==> src/rtl/norm_result_fifo.sv <==
// Result FIFO downstream of the running-L2-norm block; drops and counts when full.
// Define NORM_PEAK_EN to add the peak tracker (peak output, peak_clr input).
module norm_result_fifo #(
  parameter  int WIDTH = 10,
  parameter  int DEPTH = 8,
  parameter  int CNT_W = 8,
  localparam int AW    = $clog2(DEPTH)
) (
  input  logic             clk,
  input  logic             reset,
  input  logic [WIDTH-1:0] g_in,
  input  logic             valid_in,
  output logic [WIDTH-1:0] dout,
  output logic             dout_valid,
  input  logic             dout_ready,
  output logic [AW:0]      count,
  output logic             full,
  output logic             empty,
  output logic [CNT_W-1:0] drop_cnt,
`ifdef NORM_PEAK_EN
  input  logic             peak_clr,
  output logic [WIDTH-1:0] peak,
`endif
  output logic             overflow
);

  localparam logic [AW:0] FULL_C = (AW+1)'(DEPTH);

  logic [WIDTH-1:0] mem_q [DEPTH];
  logic [AW-1:0]    wr_ptr_q, wr_ptr_d;
  logic [AW-1:0]    rd_ptr_q, rd_ptr_d;
  logic [AW:0]      count_q, count_d;
  logic [CNT_W-1:0] drop_q, drop_d;
  logic             ovf_q, ovf_d;
  logic             pop, push, drop;

  assign empty      = (count_q == '0);
  assign full       = (count_q == FULL_C);
  assign dout_valid = !empty;
  assign dout       = mem_q[rd_ptr_q];
  assign count      = count_q;
  assign drop_cnt   = drop_q;
  assign overflow   = ovf_q;

  // A pop frees a slot, so a full FIFO still accepts a word on the same edge.
  assign pop  = dout_valid & dout_ready;
  assign push = valid_in & (!full | pop);
  assign drop = valid_in & full & !pop;

  // Next-state for pointers, occupancy and drop bookkeeping.
  always_comb begin
    wr_ptr_d = wr_ptr_q;
    rd_ptr_d = rd_ptr_q;
    count_d  = count_q;
    drop_d   = drop_q;
    ovf_d    = ovf_q;
    if (push) wr_ptr_d = wr_ptr_q + AW'(1);
    if (pop)  rd_ptr_d = rd_ptr_q + AW'(1);
    unique case ({push, pop})
      2'b10:   count_d = count_q + (AW+1)'(1);
      2'b01:   count_d = count_q - (AW+1)'(1);
      default: count_d = count_q;
    endcase
    if (drop) begin
      ovf_d = 1'b1;
      if (drop_q != '1) drop_d = drop_q + CNT_W'(1);
    end
  end

  // Control state and storage; reset discards all contents.
  always_ff @(posedge clk) begin
    if (!reset) begin
      wr_ptr_q <= '0;
      rd_ptr_q <= '0;
      count_q  <= '0;
      drop_q   <= '0;
      ovf_q    <= 1'b0;
      for (int i = 0; i < DEPTH; i++) mem_q[i] <= '0;
    end else begin
      wr_ptr_q <= wr_ptr_d;
      rd_ptr_q <= rd_ptr_d;
      count_q  <= count_d;
      drop_q   <= drop_d;
      ovf_q    <= ovf_d;
      if (push) mem_q[wr_ptr_q] <= g_in;
    end
  end

`ifdef NORM_PEAK_EN
  logic [WIDTH-1:0] peak_q, peak_d;

  assign peak = peak_q;

  // Max of accepted words; a clear on a push edge restarts from that word.
  always_comb begin
    peak_d = peak_q;
    if (peak_clr)                  peak_d = push ? g_in : '0;
    else if (push && g_in > peak_q) peak_d = g_in;
  end

  // Peak register.
  always_ff @(posedge clk) begin
    if (!reset) peak_q <= '0;
    else        peak_q <= peak_d;
  end
`endif

endmodule

==> config.mk <==
export PLATFORM = sky130hd
export DESIGN_NAME = norm_result_fifo
export DESIGN_NICKNAME = d
export VERILOG_FILES = /design/src/rtl/norm_result_fifo.sv
export SDC_FILE = /design/constraint.sdc
export NUM_CORES = 1
export LEC_CHECK = 0
export ABC_CLOCK_PERIOD_IN_PS = 3500
export CAP_MARGIN = 20
export CELL_PAD_IN_SITES_DETAIL_PLACEMENT = 1
export CELL_PAD_IN_SITES_GLOBAL_PLACEMENT = 1
export CORE_ASPECT_RATIO = 1.5
export CORE_MARGIN = 1
export CORE_UTILIZATION = 47
export DETAILED_ROUTE_END_ITERATION = 10
export PLACE_DENSITY_LB_ADDON = 0.1
export SETUP_SLACK_MARGIN = 0.5
export SYNTH_ARGS = -nofsm -noshare
export SYNTH_HDL_FRONTEND = slang
export SYNTH_SLANG_ARGS = --single-unit
==> constraint.sdc <==
create_clock -name clk -period 3.5 [get_ports clk]
set_input_delay 0.7 -clock clk [delete_from_list [all_inputs] [get_ports clk]]
set_output_delay 0.7 -clock clk [all_outputs]
set_load 0.02 [all_outputs]
# Word level (Yosys, flattened, before mapping)
# Memories as Yosys holds them, arrays and structs flattened. A register that Yosys moved wholly into a read port is not among the register bits.
# Index checks and enable logic that the tools add are counted.
# word_totals
n_memories	1
input_bits	14
ramBits	80
out_inout_bits	26
register_bits	19
wordCells	37
# classes
n_addsub	5
reduce_logical	7
n_eq_ne	4
muxes	10
n_bitwise	5
# mem_list
memory	words	width	rd	rd_clocked_by_memory_dff	write_ports	line	text
mem_q	8	10	1	1	8	29	logic [WIDTH-1:0] mem_q [DEPTH];
# ops
operator	n
$mux W10	1
$reduce_or A10 Y1	1
$mux W3	3
$add A8 B1 Y8 const B	1
$ne A8 B8 Y1 const B	1
$pmux W4 S2	1
$add A3 B1 Y3 const B	2
$mux W1	5
$add A4 B1 Y4 const B	1
$and A1 B1 Y1	4
$eq A4 B4 Y1 const B	1
$logic_not A4 Y1	1
$sub A4 B1 Y4 const B	1
$logic_not A1 Y1	3
$eq A2 B1 Y1 const B	1
$eq A2 B2 Y1 const B	1
$reduce_and A2 Y1	1
$reduce_bool A2 Y1	1
$or A1 B1 Y1	1

# Longest topological paths before layout
# depth
word_depth	10
mapped_depth	11
depth_no_buf	10

# Worst setup path after synthesis
# OpenSTA, ideal clock, no wires.
# synth_path
path_kind	register -> register
from	register count_q[0], in the netlist count[0]
to	register count_q[2], in the netlist count[2]
path_slack_ps	702
t_required_ps	3424
synth_period_minus_slack_ps	2798
path_stages_with_launch	12
path_buffers	1
arrival_ps	2722
setup_ps	76
cell_sequence	dfxtp_1 > or4_2 > clkbuf_1 > nand2_1 > inv_1 > ha_1 > xor2_1 > ha_1 > a21oi_1 > xor2_1 > or3_1 > a21boi_0
# synth_between
elab_chain_cells	7
elab_cells_between_ends	13
classes_between	2 x add/sub; 3 x eq/ne; 1 x mux; 3 x bitwise; 4 x reduce/logical
# synth_rtl
item	line	text
start: declaration	32	logic [AW:0] count_q, count_d;
start signal: assignment	82	count_q <= count_d;
$logic_not A4 Y1 *	37	assign empty = (count_q == '0);
$logic_not A1 Y1 *	39	assign dout_valid = !empty;
via dout_valid	14	output logic dout_valid,
$and A1 B1 Y1 *	46	assign pop = dout_valid & dout_ready;
via pop	35	logic pop, push, drop;
$or A1 B1 Y1	47	assign push = valid_in & (!full | pop);
$and A1 B1 Y1	47	
$eq A2 B1 Y1 / $eq A2 B2 Y1 (equally long branches)	59	unique case ({push, pop})
$pmux W4 S2 / $reduce_bool A2 Y1 (equally long branches)	-	
# The timed path passes the listed nets; every way through them passes the cells marked *.
# A chain may end at the register's enable or synchronous reset.

==> metrics.md <==
| Metric | Value |
|---|---|
| Number of synthesized register bits | `102` |
| Clk root buf | `clkbuf_16` |
| Setup_tns | `0 ns` |
| CTS Buf Count | `9` |
| Largest net degree at the start of global routing | `33` |
| Synth Net Count | `380` |
| Final Hold Fails | `0` |
| Critical-path cell list | `clkbuf_16 -> mux4_2 -> mux2_2 -> clkdlybuf4s50_1` |
| Synth Warn # | `0` |
| Top delay family on crit path | `multiplexers` |
| Worst path max stage delay | `0.53 ns` |
| Rel. slew slack | `0.441` |
| Core region area | `0.00936 mm2` |
| Antenna violations before repair | `0` |
| Post-DRT Antenna Nets | `0` |
| Worst path required time | `2.80 ns` |
| RSZ-0062 raised after global routing | `no` |
| WL per Instance | `20.9 um` |
| Clock Skew | `0.00665 ns` |
| DP Wirelength | `7.08 mm` |
| Sequential fraction of the synthesis area | `0.617` |
| Power Dens Cells | `614 mW/mm2` |
| DRT Pass-1 Iters | `4` |
| Post-synth EDFFs | `80` |
| Buf+Inv Stages, Crit Path | `2` |
| CP Max Fanout | `10` |
| CTS tree | `yes` |
| Width of the die | `82.9 um` |
| I/O Pins | `40` |
| Leak Pwr | `1.95 nW` |
| Worst Setup End Kind | `output port` |
| Total gr overflow | `0` |
| Fill count | `973` |
| Pwr Total | `0.00339 W` |
| Cells after synthesis | `360` |
| Total routed wirelength | `10.9 mm` |
| Post-layout nets | `426` |
| Vias in the first global route | `3,198` |
| Worst skew pair latency | `0.34 ns` |
| Slew @ Worst Pin | `0.839 ns` |
| # port buffers | `39` |
| Worst Path Arrival | `2.21 ns` |
| Clock Path Buffers | `2` |
| Commonest non-fill, non-tap cell in the layout | `nor2_1` |
| Initial Util | `0.492` |
| Count of different cell masters after synthesis | `46` |
| Drt via density | `5.72` |
| Die Y | `123 um` |
| Setup Fix Bufs, Post-CTS | `0` |
| Area Growth Syn to Fin | `19.8%` |
| ANT cells | `0` |
| Final setup margin | `0.591 ns` |
| Clk sinks | `102` |
| WS Path Type | `flip-flop to output port` |
| First-pass GRT wire length | `16.9 mm` |
| FFs w/ async S/R, synth | `0` |
| H-tree depth | `3` |
| Hold WC Path Type | `flip-flop to flip-flop` |
| Share of layout cells above drive strength 1 | `0.178` |
| Placement Rows | `43` |
| Worst-path clk slew | `0.07 ns` |
| Residual DRC | `0` |
| Via Count | `2,992` |
| Status | `complete, no violations` |
| Maximum vdd drop | `0.546 mV` |
| Minimum clock period | `2.91 ns` |
| Pins Over Slew Limit | `0` |
| Slowest-stage cell, CP | `clkdlybuf4s50_1` |
| Crit path launch type | `flip-flop` |
| DR iter-0 viols | `258` |
| Total die area | `0.0102 mm2` |
| # setup viols final | `0` |
| Mapped Avg Cell Area | `12.8 um2` |
| Synthesized cell area | `0.00461 mm2` |
| Max cap viols | `0` |
| Fmax | `0.344 GHz` |
| Worst slack at placement | `0.454 ns` |
| Period utilization | `0.831` |
| Ys flop type | `edfxtp_1` |
| Most frequent cells in the layout | `nor2_1, edfxtp_1, clkdlybuf4s50_1` |
| GRT Total Usage | `0.226` |
| Placer Congestion | `0.710` |
synth_stat cells, types with 2 or more instances:
master,instances,share of area
nand2_1,34,0.028
mux2i_1,4,0.0087
xor2_1,2,0.0038
a21oi_1,3,0.0033
inv_1,2,0.0016
nand4_1,3,0.0041
clkbuf_1,7,0.0057
edfxtp_1,80,0.52
and2_1,7,0.0095
buf_2,10,0.011
nand3_1,4,0.0043
o21a_1,2,0.0033
or2_2,2,0.0027
o21bai_1,2,0.0033
a21boi_0,4,0.0065
ha_1,6,0.016
nand2b_1,5,0.0068
a31oi_1,2,0.0027
nor2b_1,5,0.0068
mux4_2,20,0.098
mux2_2,10,0.024
dfxtp_1,22,0.096
o21ai_0,8,0.0087
xnor2_1,5,0.0095
nor2_1,84,0.068
o31ai_1,3,0.0049
buf_1,3,0.0024
and3_2,2,0.0033
or3_1,2,0.0027
path summary, 6_finish.rpt:
path / from / end / slack [ns] / cells after the start
max: flip-flop / dout[0] / 0.59 / 4
min: overflow$_SDFFE_PN0P_ / overflow$_SDFFE_PN0P_ / 0.48 / 1
max reg2reg: count[0]$_SDFFE_PN0P_ / count[2]$_SDFFE_PN0P_ / 0.76 / 10
min reg2reg: overflow$_SDFFE_PN0P_ / overflow$_SDFFE_PN0P_ / 0.48 / 1
cells by family after synthesis:
family / synth area share
AOI/OAI and AO/OA: 0.0421
xor gates and xnor gates: 0.0133
adders and majority gates: 0.0163
buffers and inverters: 0.0233
DFF: 0.617
muxes: 0.131
and+or+nand+nor: 0.157
repair_timing:
item / 4_1_cts / 5_1_grt
gates cloned: 0 / 1
setup endpoints to repair: 10 / 8
pin swaps: 0 / 0
resized for setup: 6 / 3
hold buffers: 0 / 0
per-stage QoR:
stage | cells | hold WS, ns | area [um2] | util
after floorplan | 360 | 0.467 | 4610 | -
after detailed placement | 506 | 0.473 | 5170 | 0.553
after global routing | 523 | 0.512 | 5520 | 0.590
final | 523 | 0.482 | 5520 | 0.590
after global placement | 506 | 0.452 | 5170 | 0.553
after CTS | 522 | 0.491 | 5490 | 0.587
registers in the layout, summed over array words and instances, names as in the netlist, named ones only:
name / flops
rd_ptr_q: 3
count: 4
drop_cnt: 8
mem_q: 80
overflow: 1
wr_ptr_q: 3
power breakdown:
group	switching [W]	total, W	leakage (nW)	internal [W]
logic	0.000440	0.000872	0.790	0.000432
registers	0.0000650	0.00146	1.01	0.00140
clock network	0.000428	0.00106	0.148	0.000630
total	0.000933	0.00339	1.95	0.00246
final cells by class:
type / instances / area, um2 / share of cell area
clock buffers: 13 / 240 / 0.0435
well taps: 112 / 140 / 0.0254
multi-input cells: 234 / 1670 / 0.303
clock inverters: 3 / 68.8 / 0.0125
flip-flops and latches: 102 / 2840 / 0.515
repair buffers: 55 / 539 / 0.0976
inverters: 4 / 20.0 / 0.00362
metal layers:
metal | track usage | part of all wire | vias to the layer above
met5 | 0 | 0 | -
met4 | 0.110 | 0.032 | 0
met3 | 0.0461 | 0.039 | 32
met2 | 0.402 | 0.54 | 72
met1 | 0.262 | 0.39 | 1499
li1 | - | - | 1389
(Power assumes the default switching activity.)
